--- src/rtl/radix4_booth_mult_seq_pkg.sv ---
// Shared types and the Booth digit decoder for the iterative radix-4 multiplier.
package radix4_mult_pkg;

  typedef enum logic [1:0] {
    IDLE = 2'd0,
    CALC = 2'd1,
    DONE = 2'd2
  } state_t;

  typedef enum logic [2:0] {
    ZERO = 3'd0,
    POS1 = 3'd1,
    POS2 = 3'd2,
    NEG1 = 3'd3,
    NEG2 = 3'd4
  } booth_digit_t;

  // Triplet is {b[2i+1], b[2i], b[2i-1]}.
  function automatic booth_digit_t booth_decode(input logic [2:0] triplet);
    booth_digit_t d;
    case (triplet)
      3'b001, 3'b010: d = POS1;
      3'b011:         d = POS2;
      3'b100:         d = NEG2;
      3'b101, 3'b110: d = NEG1;
      default:        d = ZERO;
    endcase
    return d;
  endfunction

endpackage

--- src/rtl/radix4_booth_mult_seq_if.sv ---
// Operand request and result handshake bundle for radix4_booth_mult_seq.
interface radix4_booth_mult_seq_if #(
  parameter int WIDTH = 32,
  parameter int TAG_W = 4
);
  logic               in_valid;
  logic               in_ready;
  logic               in_signed;
  logic [WIDTH-1:0]   A;
  logic [WIDTH-1:0]   B;
  logic [TAG_W-1:0]   in_tag;
  logic               out_valid;
  logic               out_ready;
  logic [2*WIDTH-1:0] C;
  logic [TAG_W-1:0]   out_tag;

  modport master (
    output in_valid, in_signed, A, B, in_tag, out_ready,
    input  in_ready, out_valid, C, out_tag
  );

  modport slave (
    input  in_valid, in_signed, A, B, in_tag, out_ready,
    output in_ready, out_valid, C, out_tag
  );
endinterface

--- src/rtl/radix4_booth_mult_seq_pp.sv ---
// Radix-4 Booth partial-product selector: digit x extended multiplicand.
module radix4_booth_pp
  import radix4_mult_pkg::*;
#(
  parameter int WIDTH = 32
) (
  input  logic [WIDTH+1:0] mcand,
  input  booth_digit_t     digit,
  output logic [WIDTH+2:0] pp
);

  logic [WIDTH+2:0] m1;
  logic [WIDTH+2:0] m2;

  // Select +/-1x or +/-2x of the sign-extended multiplicand.
  always_comb begin
    m1 = {mcand[WIDTH+1], mcand};
    m2 = {mcand, 1'b0};
    case (digit)
      POS1:    pp = m1;
      POS2:    pp = m2;
      NEG1:    pp = ~m1 + {{(WIDTH+2){1'b0}}, 1'b1};
      NEG2:    pp = ~m2 + {{(WIDTH+2){1'b0}}, 1'b1};
      default: pp = {(WIDTH+3){1'b0}};
    endcase
  end

endmodule

--- src/rtl/radix4_booth_mult_seq.sv ---
// Iterative radix-4 Booth multiplier, one digit per cycle, valid/ready on both sides.
// Optional macro RADIX4_MULT_ZERO_BYPASS_EN: a zero operand finishes one cycle after acceptance.
module radix4_booth_mult_seq
  import radix4_mult_pkg::*;
#(
  parameter int WIDTH = 32,
  parameter int TAG_W = 4
) (
  input  logic                   CLK,
  input  logic                   rst,
  radix4_booth_mult_seq_if.slave bus,
  output logic                   busy
);

  localparam int ITER  = WIDTH / 2 + 1;
  localparam int CNT_W = $clog2(ITER);
  localparam int ACC_W = 2 * WIDTH + 4;
  localparam logic [CNT_W-1:0] LAST = CNT_W'(ITER - 1);

  state_t             state;
  logic [WIDTH+1:0]   mcand;
  logic [WIDTH+2:0]   mplier;
  logic [CNT_W-1:0]   cnt;
  logic [TAG_W-1:0]   tag;
  logic [ACC_W-1:0]   acc;

  booth_digit_t       digit;
  logic [WIDTH+2:0]   pp;
  logic [ACC_W-1:0]   pp_ext;
  logic [CNT_W:0]     shamt;
  logic [ACC_W-1:0]   acc_next;
  logic               last_step;
  logic [2*WIDTH-1:0] result;
  logic [WIDTH+1:0]   ext_a;
  logic [WIDTH+1:0]   ext_b;

`ifdef RADIX4_MULT_ZERO_BYPASS_EN
  logic               zero_op;
`endif

  radix4_booth_pp #(.WIDTH(WIDTH)) u_pp (
    .mcand (mcand),
    .digit (digit),
    .pp    (pp)
  );

  // Operand extension for capture: sign- or zero-extend to WIDTH+2 bits.
  always_comb begin
    if (bus.in_signed) begin
      ext_a = {{2{bus.A[WIDTH-1]}}, bus.A};
      ext_b = {{2{bus.B[WIDTH-1]}}, bus.B};
    end else begin
      ext_a = {2'b00, bus.A};
      ext_b = {2'b00, bus.B};
    end
  end

  // Digit i lives in the low triplet of the shifting multiplier; its weight is 4^i.
  always_comb begin
    digit    = booth_decode(mplier[2:0]);
    shamt    = {LAST - cnt, 1'b0};
    pp_ext   = {{(WIDTH+1){pp[WIDTH+2]}}, pp};
    acc_next = acc + (pp_ext << shamt);
    result   = acc_next[2*WIDTH-1:0];
    last_step = (cnt == {CNT_W{1'b0}});
`ifdef RADIX4_MULT_ZERO_BYPASS_EN
    if (zero_op) begin
      last_step = 1'b1;
      result    = {(2*WIDTH){1'b0}};
    end else begin
      last_step = (cnt == {CNT_W{1'b0}});
      result    = acc_next[2*WIDTH-1:0];
    end
`endif
  end

  // Control FSM with registered handshake outputs and the datapath registers.
  always_ff @(posedge CLK) begin
    if (rst) begin
      state         <= IDLE;
      bus.in_ready  <= 1'b0;
      bus.out_valid <= 1'b0;
      bus.C         <= {(2*WIDTH){1'b0}};
      bus.out_tag   <= {TAG_W{1'b0}};
      busy          <= 1'b0;
      acc           <= {ACC_W{1'b0}};
      mcand         <= {(WIDTH+2){1'b0}};
      mplier        <= {(WIDTH+3){1'b0}};
      cnt           <= {CNT_W{1'b0}};
      tag           <= {TAG_W{1'b0}};
`ifdef RADIX4_MULT_ZERO_BYPASS_EN
      zero_op       <= 1'b0;
`endif
    end else begin
      case (state)
        IDLE: begin
          if (bus.in_valid && bus.in_ready) begin
            mcand        <= ext_a;
            mplier       <= {ext_b, 1'b0};
            tag          <= bus.in_tag;
            acc          <= {ACC_W{1'b0}};
            cnt          <= LAST;
            bus.in_ready <= 1'b0;
            busy         <= 1'b1;
            state        <= CALC;
`ifdef RADIX4_MULT_ZERO_BYPASS_EN
            zero_op      <= (bus.A == {WIDTH{1'b0}}) || (bus.B == {WIDTH{1'b0}});
`endif
          end else begin
            bus.in_ready <= 1'b1;
          end
        end
        CALC: begin
          acc    <= acc_next;
          mplier <= mplier >> 2;
          if (last_step) begin
            bus.C         <= result;
            bus.out_tag   <= tag;
            bus.out_valid <= 1'b1;
            state         <= DONE;
          end else begin
            cnt <= cnt - CNT_W'(1);
          end
        end
        DONE: begin
          // in_ready comes back only after the handshake edge, so no same-cycle re-accept.
          if (bus.out_ready) begin
            bus.out_valid <= 1'b0;
            bus.in_ready  <= 1'b1;
            busy          <= 1'b0;
            state         <= IDLE;
          end else begin
            bus.out_valid <= 1'b1;
          end
        end
        default: begin
          state         <= IDLE;
          bus.in_ready  <= 1'b0;
          bus.out_valid <= 1'b0;
          busy          <= 1'b0;
        end
      endcase
    end
  end

endmodule

--- src/flat_wrapper.sv ---
// flat-port wrapper written by rule: the top's interface ports become plain ports
module radix4_booth_mult_seq_flat import radix4_mult_pkg::*;
#(
  parameter int WIDTH = 32,
  parameter int TAG_W = 4
)
  (CLK, rst, busy, bus_in_valid, bus_in_signed, bus_A, bus_B, bus_in_tag, bus_out_ready, bus_in_ready, bus_out_valid, bus_C, bus_out_tag);
  radix4_booth_mult_seq_if #(.WIDTH(WIDTH), .TAG_W(TAG_W)) bus_i ();
  input  logic CLK;
  input  logic rst;
  output logic busy;
  input wire logic [$bits(bus_i.in_valid)-1:0] bus_in_valid;
  input wire logic [$bits(bus_i.in_signed)-1:0] bus_in_signed;
  input wire logic [$bits(bus_i.A)-1:0] bus_A;
  input wire logic [$bits(bus_i.B)-1:0] bus_B;
  input wire logic [$bits(bus_i.in_tag)-1:0] bus_in_tag;
  input wire logic [$bits(bus_i.out_ready)-1:0] bus_out_ready;
  output wire logic [$bits(bus_i.in_ready)-1:0] bus_in_ready;
  output wire logic [$bits(bus_i.out_valid)-1:0] bus_out_valid;
  output wire logic [$bits(bus_i.C)-1:0] bus_C;
  output wire logic [$bits(bus_i.out_tag)-1:0] bus_out_tag;
  assign bus_i.in_valid = bus_in_valid;
  assign bus_i.in_signed = bus_in_signed;
  assign bus_i.A = bus_A;
  assign bus_i.B = bus_B;
  assign bus_i.in_tag = bus_in_tag;
  assign bus_i.out_ready = bus_out_ready;
  assign bus_in_ready = bus_i.in_ready;
  assign bus_out_valid = bus_i.out_valid;
  assign bus_C = bus_i.C;
  assign bus_out_tag = bus_i.out_tag;
  radix4_booth_mult_seq #(.WIDTH(WIDTH), .TAG_W(TAG_W)) u_core (.CLK(CLK), .rst(rst), .bus(bus_i), .busy(busy));
endmodule
--- config.mk ---
export PLATFORM = sky130hd
export DESIGN_NAME = radix4_booth_mult_seq_flat
export DESIGN_NICKNAME = d
export VERILOG_FILES = /design/src/rtl/radix4_booth_mult_seq_pkg.sv /design/src/rtl/radix4_booth_mult_seq_if.sv /design/src/rtl/radix4_booth_mult_seq_pp.sv /design/src/rtl/radix4_booth_mult_seq.sv /design/src/flat_wrapper.sv
export SDC_FILE = /design/constraint.sdc
export NUM_CORES = 1
export LEC_CHECK = 0
export BUFFER_PORTS_ARGS = -buffer_cell sky130_fd_sc_hd__clkbuf_2
export CORE_ASPECT_RATIO = 1.4
export CORE_MARGIN = 5
export CORE_UTILIZATION = 55
export DETAILED_ROUTE_END_ITERATION = 8
export PLACE_DENSITY = 0.78
export SYNTH_ARGS = -nofsm -noshare
export SYNTH_HDL_FRONTEND = slang
export SYNTH_SLANG_ARGS = --single-unit
--- constraint.sdc ---
create_clock -name CLK -period 6.42 [get_ports CLK]
set_input_delay 0.963 -clock CLK [delete_from_list [all_inputs] [get_ports CLK]]
set_output_delay 0.963 -clock CLK [all_outputs]
set_load 0.05 [all_outputs]
==> impl_metrics.ini, run 1 <==
[sta]
rsz0062_at_grt = yes
setup_slack_ns = 0.1282
min_period_ns = 6.292
max_freq_mhz = 158.9
fin_worst_skew_ns = 0.01649
slew_headroom = 0.2734
finalCritPeriodShare = 0.9800
setup_viol = 0
hold_violations = 0
tightest_slew_ns = 1.090
final_max_slew_viol_count = 0

[worst_setup_path]
crit_slowest_cell = or4_4
worstReg2RegStart = u_core.mcand[1]
critPathTopFamily = compound AO/OA/AOI/OAI gates
worstSetupEndpointType = flop
cpMostUsedCell = buf_4
cp_num_buf_inv = 5
critPathKind = flop to flop
crit_required_ns = 6.84
cp.arrival_ns = 6.71
rr_worst_depth = 26
r2r-end = u_core.bus.C[42]
cp_max_fo = 8
cp_slowest_stage_delay_ns = 0.55
startpoint_type = flop
rrSetupSlack_ns = 0.13

[floorplan]
die_x_um = 153.1
core-area_sq_um = 28310
die_h_um = 210.3
die_area_sq_um = 32200
ioPinCount = 144
initial_utilization = 0.5567
num_rows = 73

[worst_hold_path]
min_to = u_core.bus.C[14]
hold_path_class = flop to flop
hold_depth = 2
min_from = u_core.bus.C[14]

[clock_network]
cts_tree = done
clk_pin_slew_ns = 0.06
ctsRootBufferMaster = clkbuf_16
cts_buffers = 22
clock-sinks = 213
clk_latency_ns = 0.54
clockBufferDepth = 3
htreeDepth = 1

[global_routing]
grt_usage = 0.3188
grt_pass1_wl_um = 84960
grt_max_degree = 99
grt_pass1_vias = 16240
antenna_found_initial = 0
grt.overflow.total = 0

[drt]
drt_iter0_drc = 979
post_drt_wl_per_cell_um = 19.98
drc = 0
dr_total_vias = 16870
vias_per_cell = 6.172
routed_wl_um = 54610
firstDrtPassIters = 5
ant_nets = 0

[logic_synthesis]
synthFlopType = dfxtp_1
synth_cell_type_count = 86
yosys-top-cells-count = 311 x nand2_1, 217 x a21oi_1, 213 x dfxtp_1
synth_edf_count = 0
syn-mean-instance-area_sq_um = 7.363
ys_top_cells_by_area = dfxtp_1 27%, nand2_1 7.4%, a21oi_1 6.9%, ha_1 5.5%, nor2_1 4.9%
synth_most_common_cell = nand2_1
async_reset_ff_frac = 0
syn_area_sq_um = 15760
synthCells = 2141
yosysSeqAreaShare = 0.2705
ys_ff_latch = 213
yosysWarnings = 0
yosysTopAreaCell = dfxtp_1
yosysTopAreaCellShare = 0.2705
syn_nets = 2284

[placed_design]
post-place-ws_ns = -0.3195
dp_hpwl_um = 40980
io_buffers = 143
gp_congestion = 1.039

[finish]
nets = 2485
post-route-util = 0.6689
syn2layout_area_growth_pct = 20.15
antennaDiodeCount = 0
fillers = 2481
layout-drive-gt1-share = 0.2070

[pwr]
p_leak_uw = 0.008023
irDropWorstVdd_v = 0.0003646
cellPowerDensity_nw_per_um2 = 411.2
report.power.total_uw = 7788

[flow_run]
max_cap_violations = 0

[status]
outcome = completed
-- area by class of cell --
class	count	area, sq um	area share
clock buffers	34	635.6	0.03356
inverters	38	142.6	0.007531
repair buffers	339	2197	0.1160
well taps	375	469.2	0.02477
clock inverters	6	68.82	0.003633
multi-input cells	1728	11160	0.5892
flip-flops and latches	213	4268	0.2253
-- tightest hold or removal path: cells and delay by family, from the launching register on --
kind	cells	cell delay (ns)
and+or+nand+nor	1	0.05
DFF	1	0.30
AOI/OAI and AO/OA	1	0.05
-- per-layer routing --
metal	share of wire	GRT usage	up-vias
met2	0.50	0.5695	643
met3	0.054	0.03204	178
met5	0	0	-
met4	0.067	0.1958	0
met1	0.38	0.3651	7885
li1	-	-	8162
-- cell usage in the layout, fill, tap and decap left out, types with 46 or more instances in the layout --
cell and n:
a211oi_1 46, a21oi_1 210, buf_4 195, clkbuf_2 142, dfxtp_1 210, ha_1 66
mux2i_1 67, nand2_1 310, nand3_1 50, nor2_1 205, o21ai_0 114, xnor2_1 52
-- power breakdown --
part	internal (uW)	switching, uW	leakage, uW
Combinational	1830	3050	0.00595
Sequential	1500	141	0.00173
Clock	724	546	0.000342
Total	4050	3740	0.00802
-- through the flow --
stage          hold slack [ns]  instances  setup TNS, ns  area, sq um
3_5_place_dp            0.4470       2683         -6.783        17770
3_3_place_gp            0.4400       2683         -4.931        17770
2_1_floorplan           0.4315       2141              0        15770
4_1_cts                 0.4556       2725              0        18580
5_1_grt                 0.4745       2733        -0.2190        18940
6_report                0.4517       2733              0        18940
-- logic make-up after synthesis --
logic type	synth area share
AND/OR/NAND/NOR	0.2267
buffers and inverters	0.04969
flip-flops	0.2705
multiplexers	0.06453
adder cells (fa/ha/maj)	0.05604
XOR/XNOR	0.05223
AO/OA/AOI/OAI	0.2803
-- registers in the layout (all words and copies together), names as in the netlist --
register	cells
u_core.mplier	34
u_core.bus.out_tag	4
u_core.mcand	33
u_core.bus.C	64
u_core.acc	64
u_core.tag	4
u_core.busy	1
u_core.state	2
u_core.bus.in_ready	1
u_core.bus.out_valid	1
u_core.cnt	5
-- worst max path at each step --
stage,depth (start not counted),start,to,slack (ns)
global placement,26,u_core.mcand[0],u_core.acc[58],-0.32
CTS,23,u_core.mcand[0],u_core.acc[58],0.01
floorplan,25,u_core.mcand[0],u_core.bus.C[55],0.01
global route,25,u_core.mcand[1],u_core.acc[57],-0.06
detailed placement,26,u_core.mcand[0],u_core.acc[58],-0.32
finish,26,u_core.mcand[1],u_core.bus.C[42],0.13
-- repair_timing --
item | in CTS | in global routing
pin swaps | 2 | 29
resized for setup | 20 | 78
endpoints found under the setup margin | 40 | 54
buffers inserted | 2 | 9
hold buffers | 0 | 0
(Power assumes the default switching activity.)
==> inputs of run 2 (changes only) <==
--- a/config.mk
+++ b/config.mk
@@ -9,6 +9,7 @@
 export CORE_ASPECT_RATIO = 1.4
 export CORE_MARGIN = 5
 export CORE_UTILIZATION = 55
+export CTS_BUF_LIST = sky130_fd_sc_hd__clkbuf_16
 export DETAILED_ROUTE_END_ITERATION = 8
 export PLACE_DENSITY = 0.78
 export SYNTH_ARGS = -nofsm -noshare
==> constraint.sdc (replaced) <==
create_clock -name CLK -period 5.7 [get_ports CLK]
set_input_delay 0.855 -clock CLK [delete_from_list [all_inputs] [get_ports CLK]]
set_output_delay 0.855 -clock CLK [all_outputs]
set_load 0.05 [all_outputs]
==> run 2 against run 1 <==
Compared with the run above: the flow now finishes with violations (negative setup slack); critical path type unchanged; global-route usage increased by 4.0 points; final area rose by 15%; clock power up 17%; register-to-register slack worse by 0.70 ns.
==> impl_metrics.ini, run 2 (synthesis gave the netlist of run 1 again) <==
[global_routing]
grt_max_degree = 78
grt_pass1_vias = 18190
grt.overflow.total = 0
antenna_found_initial = 0
grt_usage = 0.3583
grt_pass1_wl_um = 94670

[worst_setup_path]
worstReg2RegStart = u_core.mcand[7]
cpMostUsedCell = mux2_4
startpoint_type = flop
crit_path_cell_trace = or4_4 -> or4_4 -> or3_4 -> mux2_4 -> a221o_1 -> mux2_4 -> mux2i_2 -> nand2_1 -> o21ai_2 -> mux2_4 -> nor2b_1 -> ha_1 -> a21o_1 -> a31o_4 -> o31ai_4 -> nand4_1 -> o21ai_2 -> o21ai_4 -> buf_4 -> o41ai_4 -> a211oi_2 -> o22ai_1 -> xor2_1 -> a21oi_1
cp.arrival_ns = 6.67
crit_required_ns = 6.10
worstSetupEndpointType = flop
cp_slowest_stage_delay_ns = 0.57
critPathTopFamily = compound AO/OA/AOI/OAI gates
cp_max_fo = 4
critPathKind = flop to flop
crit_slowest_cell = or4_4
r2r-end = u_core.bus.C[53]
rrSetupSlack_ns = -0.58
rr_worst_depth = 24
cp.depth = 24
cp_num_buf_inv = 1

[placed_design]
io_buffers = 143
dp_hpwl_um = 45010
dpl-instance-area_sq_um = 19480
gp_congestion = 1.000
dp_cells = 2888

[sta]
setup_slack_ns = -0.5753
fin_worst_skew_ns = 0.01420
setup_tns_ns = -18.54
final_max_slew_viol_count = 0
max_freq_mhz = 159.4
hold_violations = 0
tightest_slew_ns = 0.7877
setup_viol = 63
fin_hold_ws_ns = 0.4532
slew_headroom = 0.4749
min_period_ns = 6.275
finalCritPeriodShare = 1.101
rsz0062_at_grt = yes

[drt]
dr_total_vias = 18640
drc = 0
firstDrtPassIters = 8
ant_nets = 0
drt_iter0_drc = 1352
vias_per_cell = 6.275
post_drt_wl_per_cell_um = 21.22
routed_wl_um = 63010

[floorplan]
die_h_um = 210.3
die_x_um = 153.1
num_rows = 73
initial_utilization = 0.5567
core-area_sq_um = 28310
ioPinCount = 144
die_area_sq_um = 32200

[finish]
antennaDiodeCount = 0
mostFrequentLayoutCells = 414 x buf_4, 306 x nand2_1, 208 x dfxtp_1
seqCellArea_sq_um = 4273
multi_input_area_sq_um = 12070
syn2layout_area_growth_pct = 37.88
nets = 2722
instances_no_fill = 2970
final_cell_area_sq_um = 21730
fillers = 2048
top_regs = u_core.acc: 64 flops, u_core.bus.C: 64 flops, u_core.mplier: 34 flops
layout-drive-gt1-share = 0.3299
layout_commonest_cell = buf_4

[clock_network]
clk_latency_ns = 0.55
htreeDepth = 1
clk_pin_slew_ns = 0.06
cts_buffers = 22
clockBufferDepth = 3
cts_tree = done
ctsRootBufferMaster = clkbuf_16
clock-sinks = 213
postCtsHoldBufs = 0

[worst_hold_path]
hold_depth = 2
min_from = u_core.bus.C[28]
hold_path_class = flop to flop
min_to = u_core.bus.C[28]

[pwr]
p_leak_uw = 0.009495
report.power.total_uw = 10140
cellPowerDensity_nw_per_um2 = 466.4
irDropWorstVdd_v = 0.0003477

[flow_run]
max_cap_violations = 0

[status]
violations = negative setup slack
outcome = complete, but fails checks
run 2: cell types whose count changed in the layout (fill, tap and decap cells not counted), sizes merged:
cell | before | now
bufinv | 1 | 3
inv | 36 | 40
clkinv | 6 | 11
buf | 197 | 434
clkinvlp | 1 | 2
clkbuf | 176 | 164
run 2: worst max-delay path by stage:
| stage | from | end | slack (ns) |
|---|---|---|---|
| final | u_core.mcand[7] | u_core.bus.C[53] | -0.58 |
| after global routing | u_core.mcand[1] | u_core.bus.C[57] | -0.72 |
| after CTS | u_core.mcand[1] | u_core.acc[61] | -0.41 |
| after detailed placement | u_core.mcand[1] | u_core.bus.C[55] | -0.63 |
| after global placement | u_core.mcand[1] | u_core.acc[62] | -0.49 |
| after floorplan | u_core.mcand[4] | u_core.bus.C[55] | -0.24 |
run 2: tightest hold or removal path, cell delays in order (launching register included):
cell	delay, ns
dfxtp_1	0.31
nand2_1	0.05
a21oi_1	0.05
run 2: power breakdown:
| part | internal [uW] | switching [uW] | total (uW) |
|---|---|---|---|
| combinational | 2820 | 3990 | 6820 |
| sequential | 1690 | 140 | 1830 |
| clock | 845 | 649 | 1490 |
run 2: stage by stage:
stage	utilization	setup slack [ns]
after floorplan	-	-0.2427
after global placement	0.6879	-0.4853
after detailed placement	0.6879	-0.6300
after CTS	0.7392	-0.4052
after global routing	0.7676	-0.7231
final	0.7676	-0.5753
run 2: cell type report:
| class | count | area share |
|---|---|---|
| flip-flops and latches | 213 | 0.1966 |
| well taps | 375 | 0.02159 |
| multi-input cells | 1728 | 0.5553 |
| repair buffers | 576 | 0.1862 |
| clock buffers | 22 | 0.02533 |
| inverters | 38 | 0.006678 |
| clock inverters | 18 | 0.008290 |
run 2: repair_timing:
item / 4_1_cts / 5_1_grt
resized for setup: 135 / 145
setup buffers: 24 / 18
endpoints found under the hold margin: 0 / 0
cloned: 0 / 1
pin swaps: 48 / 69
setup endpoints to repair: 72 / 93
run 2: layer usage:
metal,vias up,share of wire,global-route usage
li1,8632,-,-
met1,8722,0.35,0.3839
met2,927,0.49,0.6404
met3,357,0.067,0.04457
met4,0,0.092,0.2705
met5,-,0,0
==> inputs of run 3 (changes only) <==
--- a/config.mk
+++ b/config.mk
@@ -8,10 +8,9 @@
 export BUFFER_PORTS_ARGS = -buffer_cell sky130_fd_sc_hd__clkbuf_2
 export CORE_ASPECT_RATIO = 1.4
 export CORE_MARGIN = 5
-export CORE_UTILIZATION = 55
+export CORE_UTILIZATION = 40
 export CTS_BUF_LIST = sky130_fd_sc_hd__clkbuf_16
 export DETAILED_ROUTE_END_ITERATION = 8
-export PLACE_DENSITY = 0.78
 export SYNTH_ARGS = -nofsm -noshare
 export SYNTH_HDL_FRONTEND = slang
 export SYNTH_SLANG_ARGS = --single-unit
==> constraint.sdc (replaced) <==
create_clock -name CLK -period 5.37 [get_ports CLK]
set_input_delay 0.8055 -clock CLK [delete_from_list [all_inputs] [get_ports CLK]]
set_output_delay 0.8055 -clock CLK [all_outputs]
set_load 0.05 [all_outputs]
==> run 3 against run 2 <==
Compared with the run above: the run still ends with negative setup slack left; sequential power increased by 5%; clock skew increased by 0.0045 ns; critical path depth grew 1; core utilization decreased by 18 points; routed wire length down 1.2%; die area rose by 35%; sequential share of layout area fell by 1.1 points; register-to-register slack lost 0.19 ns; combinational power rose by 9.2%; largest power group unchanged; highest routed layer unchanged.
==> impl_metrics.ini, run 3 (synthesis gave the netlist of run 1 again) <==
[clock_network]
cts_buffers = 23
postCtsHoldBufs = 0
clockBufferDepth = 3
clk_pin_slew_ns = 0.07
htreeDepth = 1
cts_tree = done
clk_latency_ns = 0.56
clock-sinks = 213
ctsRootBufferMaster = clkbuf_16

[worst_hold_path]
hold_depth = 2
min_from = u_core.bus.C[58]
hold_path_class = flop to flop

[pwr]
intPower_uw = 6024
clkPwrFrac = 0.158
report.power.total_uw = 11130
combPwrFrac = 0.670
switching_share = 0.4587
seqPwrFrac = 0.172
irDropWorstVdd_v = 0.0003587
p_sw_uw = 5105
cellPowerDensity_nw_per_um2 = 484.4
p_leak_uw = 0.009947

[finish]
nets = 2793
layout_commonest_cell = buf_4
top_regs = u_core.acc: 64 flops, u_core.bus.C: 64 flops, u_core.mplier: 34 flops
syn2layout_area_growth_pct = 45.74
mostFrequentLayoutCells = 471 x buf_4, 302 x nand2_1, 210 x dfxtp_1
layout-drive-gt1-share = 0.3644
antennaDiodeCount = 0
fillers = 3726
instances_no_fill = 3193

[drt]
drc = 0
ant_nets = 0
firstDrtPassIters = 5
dr_total_vias = 18040
post_drt_wl_per_cell_um = 19.49
routed_wl_um = 62230
vias_per_cell = 5.650
drt_iter0_drc = 1195

[sta]
finalCritPeriodShare = 1.143
tightest_slew_ns = 0.9544
min_period_ns = 6.136
max_freq_mhz = 163.0
slew_headroom = 0.3637
fin_worst_skew_ns = 0.01874
rsz0062_at_grt = yes
setup_tns_ns = -40.85
final_max_slew_viol_count = 0
setup_slack_ns = -0.7660
fin_hold_ws_ns = 0.4463
hold_violations = 0
setup_viol = 86

[global_routing]
grt_pass1_vias = 17830
antenna_found_initial = 0
grt_pass1_wl_um = 96110
grt.overflow.total = 0
grt_usage = 0.2733
grt_max_degree = 84

[floorplan]
core-area_sq_um = 39170
num_rows = 86
initial_utilization = 0.4025
die_x_um = 177.8
die_area_sq_um = 43540
die_h_um = 244.9
ioPinCount = 144

[worst_setup_path]
critPathKind = flop to flop
crit_required_ns = 5.86
cp.arrival_ns = 6.62
worstReg2RegStart = u_core.mcand[0]
cp_max_fo = 4
critPathLaunch = u_core.mcand[0]
rrSetupSlack_ns = -0.77
endpoint = u_core.acc[63]
worstSetupEndpointType = flop
startpoint_type = flop
rr_worst_depth = 25
r2r-end = u_core.acc[63]

[placed_design]
gp_congestion = 0.9767
dp_hpwl_um = 46960
io_buffers = 143
dp_cells = 3108

[flow_run]
max_cap_violations = 0

[status]
outcome = complete, but fails checks
violations = negative setup slack
-- run 3: cell count changes in the layout (fill, tap and decap cells not counted), sizes merged --
cell and delta:
buf +70, clkinv -3, bufinv +2, clkbuf +1, clkinvlp +1, inv -1
-- run 3: worst min path at each step --
stage                                  end  slack (ns)
final                     u_core.bus.C[58]        0.45
after global routing      u_core.mcand[13]        0.45
after CTS                 u_core.mcand[13]        0.44
after detailed placement  u_core.bus.C[47]        0.45
after global placement    u_core.bus.C[58]        0.44
after floorplan             u_core.acc[24]        0.43
-- run 3: worst max-delay path, stage by stage (launching register included) --
cell	delay, ns
dfxtp_2	0.32
buf_4	0.12
or4_4	0.45
or4_4	0.54
or4_4	0.54
a21oi_2	0.13
o21ai_1	0.07
a22o_1	0.22
buf_4	0.15
mux4_2	0.47
o21ai_2	0.14
o22ai_2	0.10
and2_4	0.20
ha_4	0.27
nand2_2	0.06
or4_4	0.56
o21bai_4	0.20
nand4_1	0.16
o21ai_4	0.08
o21ai_4	0.24
a31oi_4	0.17
buf_6	0.16
a211oi_4	0.22
xnor2_2	0.11
or3_1	0.32
o21ai_1	0.08
-- run 3: per-layer routing --
layer / up-vias / wire length [um] / GRT usage
met5: - / 0 / 0
met3: 183 / 2359 / 0.02557
li1: 8775 / - / -
met4: 0 / 3977 / 0.1509
met2: 480 / 31860 / 0.5001
met1: 8601 / 24030 / 0.3083
-- run 3: metrics by stage --
| stage | setup slack, ns | utilization | cell area (sq um) |
|---|---|---|---|
| 6_report | -0.7660 | 0.5866 | 22970 |
| 3_5_place_dp | -1.214 | 0.5191 | 20330 |
| 4_1_cts | -0.7670 | 0.5680 | 22250 |
| 5_1_grt | -0.9839 | 0.5866 | 22970 |
| 3_3_place_gp | -1.197 | 0.5191 | 20330 |
| 2_1_floorplan | -0.5712 | - | 16080 |
-- run 3: layout make-up --
type	instances	area, sq um	share of cell area
flip-flops and latches	213	4268	0.1858
inverters	38	147.6	0.006426
repair buffers	646	4705	0.2048
multi-input cells	1728	12380	0.5388
clock buffers	23	575.6	0.02505
well taps	528	660.6	0.02876
clock inverters	17	239.0	0.01040
-- run 3: what timing repair did --
item | 4_1_cts | 5_1_grt
setup buffers | 35 | 15
endpoints found under the setup margin | 98 | 98
gates cloned | 1 | 0
pin swaps | 87 | 62
gates resized for setup | 185 | 134
-- run 3: power by group through the flow --
stage / Combinational [uW] / Sequential [uW] / Clock [uW]
floorplan: 3580 / 2110 / 0
global placement: 6520 / 1940 / 0
detailed placement: 6570 / 1950 / 0
CTS: 7150 / 1920 / 1810
global route: 7970 / 1940 / 1870
finish: 7450 / 1920 / 1760
